--- src/rtl/seq_mul24_frac_pkg.sv ---
// Shared definitions for the sequential mantissa multiplier.
//   MANT_W      mantissa width including the integer bit (1.23 format)
//   PROD_W      raw product width (2.46 format)
//   CNT_W       width of the iteration counter
//   mul_state_t multiplier control states
package seq_mul24_frac_pkg;

    localparam int MANT_W = 24;
    localparam int PROD_W = 2 * MANT_W;
    localparam int CNT_W  = $clog2(MANT_W);

    typedef enum logic [1:0] {
        MUL_IDLE,
        MUL_RUN,
        MUL_DONE
    } mul_state_t;

endpackage

--- src/rtl/seq_mul24_frac_if.sv ---
// Handshake and result bundle of the mantissa multiplier.
//   start/a/b                          request side, driven by the caller
//   busy/done                          status, driven by the multiplier
//   product/mant/norm_shift/guard/sticky  results, valid from the done pulse
//                                      and held until the next completion
// Modports: master = caller, slave = multiplier.
interface seq_mul24_frac_if;
    import seq_mul24_frac_pkg::*;

    logic              start;
    logic [MANT_W-1:0] a;
    logic [MANT_W-1:0] b;
    logic              busy;
    logic              done;
    logic [PROD_W-1:0] product;
    logic [MANT_W-1:0] mant;
    logic              norm_shift;
    logic              guard;
    logic              sticky;

    modport master (
        output start, a, b,
        input  busy, done, product, mant, norm_shift, guard, sticky
    );

    modport slave (
        input  start, a, b,
        output busy, done, product, mant, norm_shift, guard, sticky
    );

endinterface

--- src/rtl/seq_mul24_frac_norm.sv ---
// Combinational normalizer for a 2.46 mantissa product.
//   product_i     raw product
//   mant_o        1.23 mantissa taken from the top of the product
//   norm_shift_o  1 when product >= 2.0 (exponent must be incremented)
//   guard_o       first bit below the mantissa LSB
//   sticky_o      OR of all bits below the guard bit
module mant_mul_norm
    import seq_mul24_frac_pkg::*;
(
    input  logic [PROD_W-1:0] product_i,
    output logic [MANT_W-1:0] mant_o,
    output logic              norm_shift_o,
    output logic              guard_o,
    output logic              sticky_o
);

    always_comb begin
        mant_o       = product_i[PROD_W-2 -: MANT_W];
        norm_shift_o = 1'b0;
        guard_o      = product_i[MANT_W-2];
        sticky_o     = |product_i[MANT_W-3:0];
        // Product in [2.0, 4.0): take the window one bit higher.
        if (product_i[PROD_W-1]) begin
            mant_o       = product_i[PROD_W-1 -: MANT_W];
            norm_shift_o = 1'b1;
            guard_o      = product_i[MANT_W-1];
            sticky_o     = |product_i[MANT_W-2:0];
        end
    end

endmodule

--- src/rtl/seq_mul24_frac.sv ---
// Radix-2 shift-add mantissa multiplier, one multiplier bit per clock.
// Produces the full 2.46 product of two 1.23 mantissas plus the
// normalized 1.23 mantissa with guard/sticky for the rounding stage.
//   clk     clock, all state on the rising edge
//   rst     synchronous active-high reset, aborts any operation
//   mul_if  slave side of the start/busy/done handshake and results
module seq_mul24_frac
    import seq_mul24_frac_pkg::*;
(
    input  logic                    clk,
    input  logic                    rst,
    seq_mul24_frac_if.slave         mul_if
);

    localparam logic [CNT_W-1:0] CNT_LAST = CNT_W'(MANT_W - 1);

    mul_state_t        state_q, state_d;
    logic [MANT_W:0]   acc_q, acc_d;
    logic [MANT_W-1:0] mlr_q, mlr_d;
    logic [MANT_W-1:0] mcand_q, mcand_d;
    logic [CNT_W-1:0]  cnt_q, cnt_d;
    logic [MANT_W:0]   sum;
    logic              load_res;

    logic [PROD_W-1:0] product_q;
    logic [MANT_W-1:0] mant_q;
    logic              norm_shift_q, guard_q, sticky_q;

    logic [MANT_W-1:0] mant_n;
    logic              norm_shift_n, guard_n, sticky_n;

    always_comb begin
        state_d  = state_q;
        acc_d    = acc_q;
        mlr_d    = mlr_q;
        mcand_d  = mcand_q;
        cnt_d    = cnt_q;
        sum      = '0;
        load_res = 1'b0;
        case (state_q)
            MUL_IDLE, MUL_DONE: begin
                if (mul_if.start) begin
                    state_d = MUL_RUN;
                    mcand_d = mul_if.a;
                    mlr_d   = mul_if.b;
                    acc_d   = '0;
                    cnt_d   = '0;
                end else begin
                    state_d = MUL_IDLE;
                end
            end
            MUL_RUN: begin
                // acc never exceeds MANT_W bits after a shift, so the
                // MANT_W+1 bit sum cannot overflow.
                sum            = acc_q + (mlr_q[0] ? {1'b0, mcand_q} : '0);
                {acc_d, mlr_d} = {sum, mlr_q} >> 1;
                cnt_d          = cnt_q + 1'b1;
                if (cnt_q == CNT_LAST) begin
                    state_d  = MUL_DONE;
                    load_res = 1'b1;
                end
            end
            default: state_d = MUL_IDLE;
        endcase
    end

    // The normalizer looks at the product being formed by the last step,
    // so results land in the same edge that enters DONE.
    mant_mul_norm u_norm (
        .product_i    ({acc_d[MANT_W-1:0], mlr_d}),
        .mant_o       (mant_n),
        .norm_shift_o (norm_shift_n),
        .guard_o      (guard_n),
        .sticky_o     (sticky_n)
    );

    always_ff @(posedge clk) begin
        if (rst) begin
            state_q      <= MUL_IDLE;
            product_q    <= '0;
            mant_q       <= '0;
            norm_shift_q <= 1'b0;
            guard_q      <= 1'b0;
            sticky_q     <= 1'b0;
        end else begin
            state_q <= state_d;
            if (load_res) begin
                product_q    <= {acc_d[MANT_W-1:0], mlr_d};
                mant_q       <= mant_n;
                norm_shift_q <= norm_shift_n;
                guard_q      <= guard_n;
                sticky_q     <= sticky_n;
            end
        end
    end

    // Working registers are always reloaded on accept, so they need no reset.
    always_ff @(posedge clk) begin
        acc_q   <= acc_d;
        mlr_q   <= mlr_d;
        mcand_q <= mcand_d;
        cnt_q   <= cnt_d;
    end

    assign mul_if.busy       = (state_q == MUL_RUN);
    assign mul_if.done       = (state_q == MUL_DONE);
    assign mul_if.product    = product_q;
    assign mul_if.mant       = mant_q;
    assign mul_if.norm_shift = norm_shift_q;
    assign mul_if.guard      = guard_q;
    assign mul_if.sticky     = sticky_q;

endmodule
--- src/flat_wrapper.sv ---
// flat-port wrapper written by rule: the top's interface ports become plain ports
module seq_mul24_frac_flat import seq_mul24_frac_pkg::*;
  (clk, rst, mul_if_start, mul_if_a, mul_if_b, mul_if_busy, mul_if_done, mul_if_product, mul_if_mant, mul_if_norm_shift, mul_if_guard, mul_if_sticky);
  seq_mul24_frac_if mul_if_i ();
  input  logic clk;
  input  logic rst;
  input wire logic [$bits(mul_if_i.start)-1:0] mul_if_start;
  input wire logic [$bits(mul_if_i.a)-1:0] mul_if_a;
  input wire logic [$bits(mul_if_i.b)-1:0] mul_if_b;
  output wire logic [$bits(mul_if_i.busy)-1:0] mul_if_busy;
  output wire logic [$bits(mul_if_i.done)-1:0] mul_if_done;
  output wire logic [$bits(mul_if_i.product)-1:0] mul_if_product;
  output wire logic [$bits(mul_if_i.mant)-1:0] mul_if_mant;
  output wire logic [$bits(mul_if_i.norm_shift)-1:0] mul_if_norm_shift;
  output wire logic [$bits(mul_if_i.guard)-1:0] mul_if_guard;
  output wire logic [$bits(mul_if_i.sticky)-1:0] mul_if_sticky;
  assign mul_if_i.start = mul_if_start;
  assign mul_if_i.a = mul_if_a;
  assign mul_if_i.b = mul_if_b;
  assign mul_if_busy = mul_if_i.busy;
  assign mul_if_done = mul_if_i.done;
  assign mul_if_product = mul_if_i.product;
  assign mul_if_mant = mul_if_i.mant;
  assign mul_if_norm_shift = mul_if_i.norm_shift;
  assign mul_if_guard = mul_if_i.guard;
  assign mul_if_sticky = mul_if_i.sticky;
  seq_mul24_frac u_core (.clk(clk), .rst(rst), .mul_if(mul_if_i));
endmodule
--- config.mk ---
export PLATFORM = sky130hd
export DESIGN_NAME = seq_mul24_frac_flat
export DESIGN_NICKNAME = d
export VERILOG_FILES = /design/src/rtl/seq_mul24_frac_pkg.sv /design/src/rtl/seq_mul24_frac_if.sv /design/src/rtl/seq_mul24_frac_norm.sv /design/src/rtl/seq_mul24_frac.sv /design/src/flat_wrapper.sv
export SDC_FILE = /design/constraint.sdc
export NUM_CORES = 1
export LEC_CHECK = 0
export ABC_AREA = 1
export BUFFER_PORTS_ARGS = -buffer_cell sky130_fd_sc_hd__buf_2
export CAP_MARGIN = 20
export CORE_MARGIN = 2
export CORE_UTILIZATION = 57
export DETAILED_ROUTE_END_ITERATION = 12
export PLACE_DENSITY = 0.8
export SYNTH_ARGS = -nofsm -noshare
export SYNTH_HDL_FRONTEND = slang
export SYNTH_HIERARCHICAL = 1
export SYNTH_SLANG_ARGS = --single-unit
--- constraint.sdc ---
create_clock -name clk -period 3.8 [get_ports clk]
set_input_delay 0 -clock clk [delete_from_list [all_inputs] [get_ports clk]]
set_output_delay 0 -clock clk [all_outputs]
set_load 0.03 [all_outputs]
=== Word level (Yosys, flattened, before mapping) ===
Cells that the tools add are included.

* Bits of input ports: 51
* Register bits after elaboration: 155
* Output and inout port bits: 77
* Logic and storage cells: 41

* Mux-type cells: 16
* Reductions and logical operators: 7
* $add $sub $neg: 2
* Eq/ne operators: 5

{| class="wikitable"
|+ Operators by type and width
! cell !! count
|-
| 24-bit two-way mux || 3
|-
| 25-bit one-hot mux with 2 select lines || 1
|-
| 24-bit one-hot mux with 2 select lines || 1
|-
| 25-bit adder || 1
|-
| 25-bit two-way mux || 1
|-
| 23-bit OR reduction || 1
|-
| 22-bit OR reduction || 1
|-
| 5-bit one-hot mux with 2 select lines || 1
|-
| 1-bit two-way mux || 6
|-
| 5-bit by 1-bit adder with 5-bit output (second input constant) || 1
|-
| 5-bit equality test (second input constant) || 1
|-
| 5-bit two-way mux || 1
|-
| 2-bit one-hot mux with 2 select lines || 1
|-
| 2-bit AND reduction || 2
|-
| 2-bit by 1-bit equality test with 1-bit output (second input constant) || 1
|-
| 2-bit equality test (second input constant) || 1
|-
| 2-bit zero test || 1
|-
| 2-bit two-way mux || 1
|-
| 2-bit by 1-bit inequality test with 1-bit output (second input constant) || 1
|-
| 2-bit inequality test (second input constant) || 1
|-
| 2-bit nonzero test || 1
|-
| 2-bit OR reduction || 1
|}

=== Depth between registers and ports, before layout ===
* Depth in word-level cells: 5
* Depth in mapped cells: 24
* Depth with buffers taken out: 22

=== Hierarchy ===
Netlist, hierarchy kept.

{| class="wikitable"
|+ By module, submodules not included
! module !! area an instance (um^2) !! seq. area each (um^2) !! instances !! cells an instance
|-
| seq_mul24_frac || 7368.3 || 3373.2 || 1 || 1025
|-
| mant_mul_norm || 436.7 || 0.0 || 1 || 98
|}

=== Worst setup path after synthesis ===
Ideal clock, no wire load.

* Kind: flip-flop to flip-flop
* From: register u_core.mlr_q[0]
* To: register u_core.mant_q[3], in the netlist u_core/mul_if.mant[3]
* Required time: 3730 ps
* Clock period less this slack: 2638 ps
* Stages on the path, launching flop included: 23
* Path slack: 1162 ps
* Library setup time: 70 ps
* Path buffers: 4
* Arrival time: 2567 ps
* Path through: dfxtp_1 > clkbuf_1 > clkbuf_1 > nand2_1 > inv_1 > ha_1 > nand2_1 > inv_1 > a21oi_2 > nor2_1 > nor2_1 > nand2_1 > nand2_1 > nand2_1 > nand2_1 > nand2_1 > buf_6 > inv_8 > buf_6 > nand2_1 > o21ai_2 > nand2_1 > a21oi_1

* Longest elaborated chain between the ends: 4

{| class="wikitable"
|+ RTL lines
! element !! RTL line !! source
|-
| start: declaration || seq_mul24_frac.sv:19 || <nowiki>logic [MANT_W-1:0] mlr_q, mlr_d;</nowiki>
|-
| start signal: assignment || seq_mul24_frac.sv:100 || <nowiki>mlr_q <= mlr_d;</nowiki>
|-
| 24-bit two-way mux || seq_mul24_frac.sv:55 || <nowiki>sum = acc_q + (mlr_q[0] ? {1'b0, mcand_q} : '0);</nowiki>
|-
| 25-bit adder || seq_mul24_frac.sv:55 ||
|-
| 25-bit one-hot mux with 2 select lines || seq_mul24_frac.sv:40 || <nowiki>case (state_q)</nowiki>
|-
| net u_core.acc_d[23] || seq_mul24_frac.sv:18 || <nowiki>logic [MANT_W:0] acc_q, acc_d;</nowiki>
|-
| 24-bit two-way mux || seq_mul24_frac_norm.sv:23 || <nowiki>if (product_i[PROD_W-1]) begin</nowiki>
|-
| net u_core.mant_n[3] || seq_mul24_frac.sv:29 || <nowiki>logic [MANT_W-1:0] mant_n;</nowiki>
|-
| end signal: assignment || seq_mul24_frac.sv:89 || <nowiki>mant_q <= mant_n;</nowiki>
|-
| end: declaration || seq_mul24_frac.sv:26 || <nowiki>logic [MANT_W-1:0] mant_q;</nowiki>
|}

The timed path passes the listed nets, and every way through them passes these cells.
A chain may end at the register's enable or synchronous reset.

=== Worst setup path after layout ===
* From: register u_core.mlr_q[0]
* To: register u_core.mant_q[12], in the netlist u_core/mul_if.mant[12]

The elaborated chain is that of the path after synthesis.

==> insert_results.sql <==
INSERT INTO impl_metrics (metric_group, metric, value, unit) VALUES
('status', 'outcome', 'completed', ''),
('sta', 'fin_crit_sh', '86.1', '%'),
('global_route', 'grt_max_degree', '66', ''),
('floorplanning', 'effective_utilization_at_floorplan', '58.7', '%'),
('critical_path', 'crit-reg2reg-launch', 'u_core/mlr_q[0]', ''),
('synthesis', 'synth_largest_area_cell', 'sky130_fd_sc_hd__dfxtp_1', ''),
('worst_hold_path', 'hold_class', 'in -> reg', ''),
('clock_tree', 'clock_latency', '0.43', 'ns'),
('route', 'drc_errors', '0', ''),
('critical_path', 'critPathRequiredTime', '4.15', 'ns'),
('global_route', 'globalRouteTotalUtil', '29.1', '%'),
('sta', 'finalWorstSetupSlack', '0.530', 'ns'),
('route', 'postRouteAntennaNets', '0', ''),
('clock_tree', 'cts_tree', 'built', ''),
('critical_path', 'worst-path-max-fanout', '23', ''),
('pwr', 'cell_internal_pwr', '3120', 'uW'),
('floorplanning', 'rows', '42', ''),
('critical_path', 'crit_chain', 'buf_4 > nand2_1 > fa_1 > inv_1 > nand3_1 > nand3_1 > nand2_1 > nand2_1 > nand2_1 > nand2_1 > nand2_1 > nand2_1 > nand2_1 > nand2_1 > buf_4 > nand2_1 > o21ai_0 > nand2_1 > a21oi_1', ''),
('floorplanning', 'floorplan.core_area', '0.0133', 'mm2'),
('synthesis', 'yosys-top-cells-area', 'sky130_fd_sc_hd__dfxtp_1, sky130_fd_sc_hd__nand2_1, sky130_fd_sc_hd__edfxtp_1', ''),
('sta', 'max_slew.worst_pin.slew', '0.972', 'ns'),
('clock_tree', 'clock_sink_count', '154', ''),
('synthesis', 'netlist_instances', '1123', ''),
('cells_and_area', 'antenna_cells_inserted', '0', ''),
('sta', 'report.final.hold_viol_count', '0', ''),
('place', 'numPortBuffers', '127', ''),
('sta', 'fmaxAchievable', '0.306', 'GHz'),
('critical_path', 'timing.critical_path.slowest_stage_cell', 'sky130_fd_sc_hd__nand2_1', ''),
('synthesis', 'ys.warnings.count', '6', ''),
('floorplanning', 'die_area', '0.0146', 'mm2'),
('pwr', 'net-switching-power', '1520', 'uW'),
('clock_tree', 'cts-root-to-sink-buffers', '2', ''),
('route', 'detail_route.first_pass.iterations', '6', ''),
('clock_tree', 'post_cts_resized', '0', ''),
('pwr', 'p_total', '4640', 'uW'),
('clock_tree', 'cts_post_setup_buffers_inserted', '0', ''),
('clock_tree', 'ctsHtreeMaxLevel', '4', ''),
('floorplanning', 'dieHeight', '121', 'um'),
('sta', 'rsz0062_at_grt', 'false', ''),
('route', 'totalWireLength', '20.8', 'mm'),
('sta', 'final.hold.worst_slack', '0.161', 'ns'),
('pwr', 'p_leak', '0.00490', 'uW'),
('route', 'wl_per_cell', '14.2', 'um'),
('clock_tree', 'clk_transition_reported_paths', '0.06', 'ns'),
('sta', 'skew', '0.0135', 'ns'),
('synthesis', 'mappedNetlistNets', '1200', ''),
('place', 'hpwlAfterDp', '14.2', 'mm'),
('pwr', 'pwr-share-clk', '34.8', '%'),
('route', 'drt_first_iter_violations', '591', ''),
('worst_hold_path', 'worstHoldStart', 'rst', ''),
('floorplanning', 'top_level_ports', '128', ''),
('clock_tree', 'cts_made_buffers', '17', ''),
('critical_path', 'capturing_element_type_of_the_critical_path', 'register', ''),
('job', 'cap_viol_max_count', '0', ''),
('pwr', 'power_density', '488', 'mW/mm2'),
('synthesis', 'synth.yosys.seq_area_share', '43.2', '%'),
('critical_path', 'timing.critical_path.from', 'u_core/mlr_q[0]', ''),
('route', 'vias_per_cell', '5.19', ''),
('route', 'num_vias', '7631', ''),
('global_route', 'residual_overflow_from_global_routing', '0', ''),
('pwr', 'combPwrFrac', '24.1', '%'),
('place', 'gp_congestion', '0.932', ''),
('pwr', 'vdd_ir_max', '0.354', 'mV'),
('critical_path', 'cp_num_buf_inv', '3', ''),
('global_route', 'antenna_violations_before_repair', '0', ''),
('global_route', 'global_route_wire_length_before_repair', '33.7', 'mm'),
('clock_tree', 'cts_root_buf', 'sky130_fd_sc_hd__clkbuf_16', ''),
('synthesis', 'synthFlopType', 'sky130_fd_sc_hd__dfxtp_1', ''),
('sta', 'tns', '0', 'ns'),
('cells_and_area', 'n_fill_cell', '1056', ''),
('critical_path', 'slowest_delay', '0.44', 'ns');
==> cell families (layout without fill, tap and decap cells) <==
kind of cell / after synthesis / count (layout) / share of synthesized area, %
flops: 154 / 154 / 43.2
compound gates: 137 / 137 / 10.2
fa+ha+maj: 26 / 26 / 4.26
simple gates: 594 / 594 / 30.5
xor+xnor: 2 / 2 / 0.224
buf+inv: 210 / 381 / 11.6
==> flip-flops by register name (all words and copies together) (netlist names) <==
register                  flops
u_core/mul_if.mant           24
u_core/mlr_q                 24
u_core/mul_if.guard           1
u_core/mcand_q               24
u_core/mul_if.norm_shift      1
u_core/state_q                2
u_core/acc_q                 24
u_core/mul_if.sticky          1
u_core/cnt_q                  5
u_core/mul_if.product        48
==> cell usage in the layout (no fill, tap or decap), types with 2 or more instances in the layout <==
master / count
sky130_fd_sc_hd__clkbuf_16: 17
sky130_fd_sc_hd__o221ai_1: 22
sky130_fd_sc_hd__inv_6: 2
sky130_fd_sc_hd__clkinv_4: 2
sky130_fd_sc_hd__nand4_1: 7
sky130_fd_sc_hd__nand2_1: 435
sky130_fd_sc_hd__xnor2_1: 2
sky130_fd_sc_hd__nand2_2: 2
sky130_fd_sc_hd__inv_4: 2
sky130_fd_sc_hd__inv_1: 160
sky130_fd_sc_hd__buf_4: 9
sky130_fd_sc_hd__nor3_1: 6
sky130_fd_sc_hd__o21ai_2: 3
sky130_fd_sc_hd__o21ai_0: 28
sky130_fd_sc_hd__nand3b_1: 8
sky130_fd_sc_hd__nand3_1: 40
sky130_fd_sc_hd__a211oi_1: 2
sky130_fd_sc_hd__dfxtp_1: 125
sky130_fd_sc_hd__inv_8: 2
sky130_fd_sc_hd__clkinvlp_4: 2
sky130_fd_sc_hd__clkbuf_1: 2
sky130_fd_sc_hd__a21oi_1: 72
sky130_fd_sc_hd__o211ai_1: 3
sky130_fd_sc_hd__ha_1: 25
sky130_fd_sc_hd__inv_2: 3
sky130_fd_sc_hd__edfxtp_1: 29
sky130_fd_sc_hd__buf_2: 127
sky130_fd_sc_hd__o21ai_1: 5
sky130_fd_sc_hd__clkinv_2: 2
sky130_fd_sc_hd__nor2_1: 87
sky130_fd_sc_hd__nor2_2: 3
sky130_fd_sc_hd__dlygate4sd3_1: 49
==> per-stage QoR <==
| step | cell area, um2 | instances |
|---|---|---|
| CTS | 9500 | 1470 |
| floorplan | 7800 | 1123 |
| detailed placement | 8450 | 1389 |
| finish | 9500 | 1470 |
| global placement | 8450 | 1389 |
| global route | 9500 | 1470 |
==> final timing paths <==
path	to	slack (ns)	cells after the start
setup / recovery	u_core/mul_if.mant[12]	0.53	19
hold reg to reg	u_core/mul_if.mant[14]	0.46	2
setup reg to reg	u_core/mul_if.mant[12]	0.53	19
hold / removal	u_core/mul_if.mant[8]	0.16	2
==> repair_timing <==
action                                  in CTS  in global routing
hold buffers                                49                  0
endpoints found under the hold margin       54                  0
endpoints found under the setup margin       0                  0
==> final cells by class <==
class	count	area [um2]	share of cell area (%)
clock buffers	20	447	4.70
inverters	164	623	6.56
clock inverters	12	114	1.20
flip-flops and latches	154	3370	35.5
multi-input cells	759	3530	37.1
well taps	176	220	2.32
repair buffers	185	1190	12.6
==> metal layers <==
layer  GRT usage, %  wire length (um)  vias up
met1           35.2              8780     3460
met4           13.0               722        0
li1               -                 -     3837
met2           49.6              9990      280
met3           6.25              1350       54
met5              0                 0        -
==> power by group through the flow <==
stage               combinational (uW)  clock (uW)  sequential (uW)
floorplan                          780           0             1910
global placement                  1030           0             1930
detailed placement                1050           0             1930
CTS                               1100        1630             1900
global route                      1250        1700             1910
finish                            1120        1620             1900
==> worst reg2reg max path, delay by kind of cell, from the launching register on <==
family | cells | cell delay [ns]
AOI/OAI and AO/OA | 2 | 0.22
adders and majority gates | 1 | 0.40
buffers and inverters | 3 | 0.68
DFF | 1 | 0.34
and+or+nand+nor | 13 | 1.57
Note: power is estimated with default switching activity, not from simulation.
